`config.mk`:
```
export PLATFORM = sky130hd
export DESIGN_NAME = pll_reset_gen_flat
export DESIGN_NICKNAME = d
export VERILOG_FILES = /design/src/rtl/pll_reset_gen_if.sv /design/src/rtl/pll_reset_gen.sv /design/src/flat_wrapper.sv
export SDC_FILE = /design/constraint.sdc
export NUM_CORES = 1
export LEC_CHECK = 0
export CAP_MARGIN = 25
export CORE_MARGIN = 2
export CORE_UTILIZATION = 50
export DETAILED_ROUTE_END_ITERATION = 12
export HOLD_SLACK_MARGIN = 0.06
export PLACE_DENSITY_LB_ADDON = 0.08
export SYNTH_ARGS = -nofsm -noshare
export SYNTH_HDL_FRONTEND = slang
export SYNTH_SLANG_ARGS = --single-unit
```
`constraint.sdc`:
```
create_clock -name clock_in -period 4 [get_ports clock_in]
set_clock_uncertainty 0.1 [all_clocks]
set_input_delay 0.8 -clock clock_in [delete_from_list [all_inputs] [get_ports clock_in]]
set_output_delay 0.8 -clock clock_in [all_outputs]
set_load 0.1 [all_outputs]
```
`src/rtl/pll_reset_gen_if.sv`:
```
// Lock-qualification and domain-reset signals between the PLL reset generator and its environment.
interface pll_reset_gen_if;
  logic       locked;
  logic       ext_reset_req;
  logic       rst_out;
  logic       ready;
  logic [7:0] lock_lost_count;
  logic [1:0] state;

  modport master (
    output locked, ext_reset_req,
    input  rst_out, ready, lock_lost_count, state
  );

  modport slave (
    input  locked, ext_reset_req,
    output rst_out, ready, lock_lost_count, state
  );
endinterface

```
`src/rtl/pll_reset_gen.sv`:
```
// Holds the clock_in domain in reset until the PLL lock has been stable for a
// qualification window, then releases it; re-asserts on lock loss or request.
module pll_reset_gen #(
  parameter int unsigned SYNC_STAGES        = 2,
  parameter int unsigned LOCK_STABLE_CYCLES = 1024,
  parameter int unsigned RESET_HOLD_CYCLES  = 16
) (
  input  logic             clock_in,
  input  logic             reset,
  pll_reset_gen_if.slave   bus
);

  localparam int unsigned CNT_MAX = (LOCK_STABLE_CYCLES > RESET_HOLD_CYCLES) ?
                                    LOCK_STABLE_CYCLES : RESET_HOLD_CYCLES;
  localparam int unsigned CNT_W   = $clog2(CNT_MAX + 1);
  localparam int unsigned LOST_W  = 8;

  localparam logic [CNT_W-1:0]  STABLE_LAST = CNT_W'(LOCK_STABLE_CYCLES - 1);
  localparam logic [CNT_W-1:0]  HOLD_LAST   = CNT_W'(RESET_HOLD_CYCLES - 1);
  localparam logic [LOST_W-1:0] LOST_SAT    = '1;

  typedef enum logic [1:0] {
    WAIT_LOCK  = 2'd0,
    STABILIZE  = 2'd1,
    HOLD_RESET = 2'd2,
    RUN        = 2'd3
  } state_t;

  logic [SYNC_STAGES-1:0] sync_q;
  logic                   locked_s;

  state_t            state_q, state_d;
  logic [CNT_W-1:0]  cnt_q, cnt_d;
  logic [LOST_W-1:0] lost_q, lost_d;
  logic              rst_q, rst_d;
  logic              ready_q, ready_d;

  // Metastability chain for the asynchronous lock indicator
  always_ff @(posedge clock_in) begin
    if (reset) begin
      sync_q <= '0;
    end else begin
      sync_q <= {sync_q[SYNC_STAGES-2:0], bus.locked};
    end
  end

  assign locked_s = sync_q[SYNC_STAGES-1];

  always_ff @(posedge clock_in) begin
    if (reset) begin
      state_q <= WAIT_LOCK;
      cnt_q   <= '0;
      lost_q  <= '0;
      rst_q   <= 1'b1;
      ready_q <= 1'b0;
    end else begin
      state_q <= state_d;
      cnt_q   <= cnt_d;
      lost_q  <= lost_d;
      rst_q   <= rst_d;
      ready_q <= ready_d;
    end
  end

  // Lock loss always wins over a reset request; requests outside RUN are dropped
  always_comb begin
    state_d = state_q;
    cnt_d   = cnt_q;
    lost_d  = lost_q;
    case (state_q)
      WAIT_LOCK: begin
        if (locked_s) begin
          state_d = STABILIZE;
          cnt_d   = '0;
        end
      end
      STABILIZE: begin
        if (!locked_s) begin
          state_d = WAIT_LOCK;
          cnt_d   = '0;
        end else if (cnt_q == STABLE_LAST) begin
          state_d = HOLD_RESET;
          cnt_d   = '0;
        end else begin
          cnt_d = cnt_q + CNT_W'(1);
        end
      end
      HOLD_RESET: begin
        if (!locked_s) begin
          state_d = WAIT_LOCK;
          cnt_d   = '0;
        end else if (cnt_q == HOLD_LAST) begin
          state_d = RUN;
          cnt_d   = '0;
        end else begin
          cnt_d = cnt_q + CNT_W'(1);
        end
      end
      RUN: begin
        if (!locked_s) begin
          state_d = WAIT_LOCK;
          cnt_d   = '0;
          if (lost_q != LOST_SAT) begin
            lost_d = lost_q + LOST_W'(1);
          end
        end else if (bus.ext_reset_req) begin
          state_d = HOLD_RESET;
          cnt_d   = '0;
        end
      end
      default: begin
        state_d = WAIT_LOCK;
        cnt_d   = '0;
      end
    endcase
    rst_d   = (state_d != RUN);
    ready_d = (state_d == RUN);
  end

  assign bus.rst_out         = rst_q;
  assign bus.ready           = ready_q;
  assign bus.lock_lost_count = lost_q;
  assign bus.state           = state_q;

endmodule

```
`src/flat_wrapper.sv`:
```
// flat-port wrapper written by rule: the top's interface ports become plain ports
module pll_reset_gen_flat 
#(
  parameter int unsigned SYNC_STAGES        = 2,
  parameter int unsigned LOCK_STABLE_CYCLES = 1024,
  parameter int unsigned RESET_HOLD_CYCLES  = 16
)
  (clock_in, reset, bus_locked, bus_ext_reset_req, bus_rst_out, bus_ready, bus_lock_lost_count, bus_state);
  pll_reset_gen_if bus_i ();
  input  logic clock_in;
  input  logic reset;
  input wire logic [$bits(bus_i.locked)-1:0] bus_locked;
  input wire logic [$bits(bus_i.ext_reset_req)-1:0] bus_ext_reset_req;
  output wire logic [$bits(bus_i.rst_out)-1:0] bus_rst_out;
  output wire logic [$bits(bus_i.ready)-1:0] bus_ready;
  output wire logic [$bits(bus_i.lock_lost_count)-1:0] bus_lock_lost_count;
  output wire logic [$bits(bus_i.state)-1:0] bus_state;
  assign bus_i.locked = bus_locked;
  assign bus_i.ext_reset_req = bus_ext_reset_req;
  assign bus_rst_out = bus_i.rst_out;
  assign bus_ready = bus_i.ready;
  assign bus_lock_lost_count = bus_i.lock_lost_count;
  assign bus_state = bus_i.state;
  pll_reset_gen #(.SYNC_STAGES(SYNC_STAGES), .LOCK_STABLE_CYCLES(LOCK_STABLE_CYCLES), .RESET_HOLD_CYCLES(RESET_HOLD_CYCLES)) u_core (.clock_in(clock_in), .reset(reset), .bus(bus_i));
endmodule
```
==> impl_metrics.ini <==
[cts]
cts_hold_buf = 0
cts_resized = 0
clk_pin_slew_ns = 0.14
cts_tree = built
cts_made_buffers = 3
postCtsSetupRepairBufs = 0
clock_sinks = 25
clockBufferDepth = 2
clock_latency_ns = 0.31
cts_root_buf = clkbuf_4
cts-htree-levels = 1

[final_layout]
fin_nets = 186
area_growth_pct = 13.7
n_antenna_cell = 0
fin_area_um2 = 1540
drive_gt1_share_pct = 7.47
fill_cells = 252

[critical_path]
crit_path_cell_trace = clkdlybuf4s50_1
critPathRequiredTime_ns = 3.10
cp_max_fo = 7
critPathMaxStageDelay_ns = 1.18
path_delay_family = buffers and inverters
cp.arrival_ns = 1.97
r2r_start = u_core.cnt_q[0]
critPathLaunchType = flop
cp_num_buf_inv = 1
worstSetupPathType = flop to output pin
cp-endpoint = bus_state[1]
slowest_stage = clkdlybuf4s50_1
reg2reg_to = u_core.cnt_q[1]
crit_cells = 1
rr_worst_depth = 6
rrSetupSlack_ns = 1.73
end_kind = output pin
crit_start = u_core.bus.state[1]

[global_routing]
track_usage_pct = 18.4
grt_pass1_wl_um = 4760
overflow = 0
grt_antenna_before_repair = 0
grt_pass1_vias = 1091
grt_max_degree = 18

[yosys]
synth-seq-cells = 25
synth_xor_area_share_pct = 7.11
synthTopCellsByCount = dfxtp_1 (25), nor2_1 (22), nand2_1 (12)
yosysMostFrequentCell = dfxtp_1
ys.flop_type = dfxtp_1
syn_nets = 170
synth_mux_area_share_pct = 0.739
synthAdderAreaFrac_pct = 6.46
yosys.area_share.simple_pct = 28.3
yosys_warnings = 0
synth_edf_count = 0
ys_async_sr_fraction_pct = 0
synth_top_area_share_pct = 36.9
synth_top_cell_by_area = dfxtp_1
synthTopCellsByArea = dfxtp_1 (37%), ha_1 (6.5%), nor2_1 (6.1%)
netlist_instances = 159
synth_top_family_by_area = simple AND/OR/NAND/NOR gates
syn_area_um2 = 1360
yosysSeqAreaShare_pct = 36.9
syn_avg_cell_area_um2 = 8.52
synth_cell_types = 39
synth_compound_area_share_pct = 16.5

[floorplanning]
die_w_um = 56.1
rows = 18
die_h_um = 56.1
initial_core_util_pct = 53.7
ioPinCount = 16
core_area_um2 = 2520
die-area_um2 = 3140

[power]
switching_share_pct = 24.7
sequentialPowerShare_pct = 63.6
p_leak_nw = 0.581
comb_power_share_pct = 8.1
intPower_w = 0.000299
p_switching_w = 0.0000981
power.density_nw_per_um2 = 258
finalPower_w = 0.000397
peakVddDrop_mv = 0.179
p_clk_share_pct = 28.3

[detailed_routing]
viasPerCell = 5.85
final_antenna_net_count = 0
routed_wl_um = 2730
dr.pass1.iters = 4
routed-via-count = 1193
drtIter0Drc = 38
drc = 0
drt-wirelength-per-cell_um = 13.4

[placed_design]
dp_hpwl_um = 2040
dpl_cell_area_um2 = 1510
port_buffers = 15
gp_congestion = 0.848

[hold_path]
hold_path_class = flop to flop

[sta]
holdWs_ns = 0.360
fmax_mhz = 349
setup_viol = 0
slew-limit-headroom_pct = 34.5
rsz0062_at_grt = no
post-route-period-util_pct = 71.7
hold_violations = 0
slew_viol_final = 0
fin_crit_ns = 2.87
worst_pin_slew_ns = 0.980
fin_setup_tns_ns = 0

[job]
cap_violations = 0

[run_status]
status = complete, no violations
-- power by group through the flow --
stage	combinational, W	sequential [W]	clock [W]
global route	0.0000352	0.000253	0.000127
CTS	0.0000319	0.000253	0.000119
detailed placement	0.0000318	0.000258	0
floorplan	0.0000210	0.000261	0
global placement	0.0000312	0.000258	0
finish	0.0000321	0.000253	0.000112
-- per-layer routing --
layer,vias to the layer above,share of wire (%),GRT usage [%]
met1,558,48,26.9
met3,4,5.5,2.79
met2,40,45,27.4
li1,591,-,-
met5,-,0,0
met4,0,1.1,6.46
-- area by class of cell --
cell class | instances | area, um^2 | share of cell area (%)
clock buffer | 3 | 22.5 | 1.46
tap | 30 | 37.5 | 2.44
multi-input combinational | 124 | 802 | 52.1
clock inverter | 1 | 5.00 | 0.325
sequential | 25 | 500 | 32.5
inverter | 6 | 22.5 | 1.46
timing repair buffer | 15 | 150 | 9.75
-- per-stage QoR --
| step | util (%) | instances | worst slack [ns] |
|---|---|---|---|
| 4_1_cts | 61.1 | 204 | 1.12 |
| 3_5_place_dp | 60.0 | 200 | 1.49 |
| 2_1_floorplan | - | 159 | 1.48 |
| 5_1_grt | 61.1 | 204 | 1.06 |
| 3_3_place_gp | 60.0 | 200 | 1.50 |
| 6_report | 61.1 | 204 | 1.13 |
-- kinds of logic (layout without fill, tap and decap cells) --
family / Yosys count / count (layout)
simple gates: 73 / 73
compound gates: 32 / 32
flops: 25 / 25
xor+xnor: 11 / 11
buf+inv: 10 / 25
fa+ha+maj: 7 / 7
mux: 1 / 1
-- cells in the final DEF (no fill, tap or decap), types with 2 or more instances in the layout --
cell type	synthesis	routed
ha_1	7	7
o21ai_0	6	6
xor2_1	5	5
a211oi_1	3	3
inv_1	6	6
xnor2_1	6	6
and3_1	2	2
nor4_1	2	2
nand4_1	6	6
clkbuf_4	0	3
nand3_1	10	10
clkdlybuf4s50_1	0	15
a21oi_1	10	10
nor2b_1	6	6
o31a_1	2	2
nor3_1	5	5
dfxtp_1	25	25
nand2_1	12	12
nor2_1	22	22
-- registers in the layout, indices dropped and copies added, names as in the netlist --
register and flops:
u_core.bus.lock_lost_count 8, u_core.bus.ready 1, u_core.bus.rst_out 1, u_core.bus.state 2
u_core.cnt_q 11, u_core.sync_q 2
-- worst min path at each step --
stage | from | to | slack, ns | cells past startpoint
floorplan | u_core.sync_q[0] | u_core.sync_q[1] | 0.31 | 1
global placement | u_core.sync_q[0] | u_core.sync_q[1] | 0.32 | 1
detailed placement | u_core.sync_q[0] | u_core.sync_q[1] | 0.33 | 1
CTS | u_core.sync_q[0] | u_core.sync_q[1] | 0.36 | 1
global route | u_core.sync_q[0] | u_core.sync_q[1] | 0.37 | 1
finish | u_core.sync_q[0] | u_core.sync_q[1] | 0.36 | 1
Note: power is estimated with default switching activity, not from simulation.
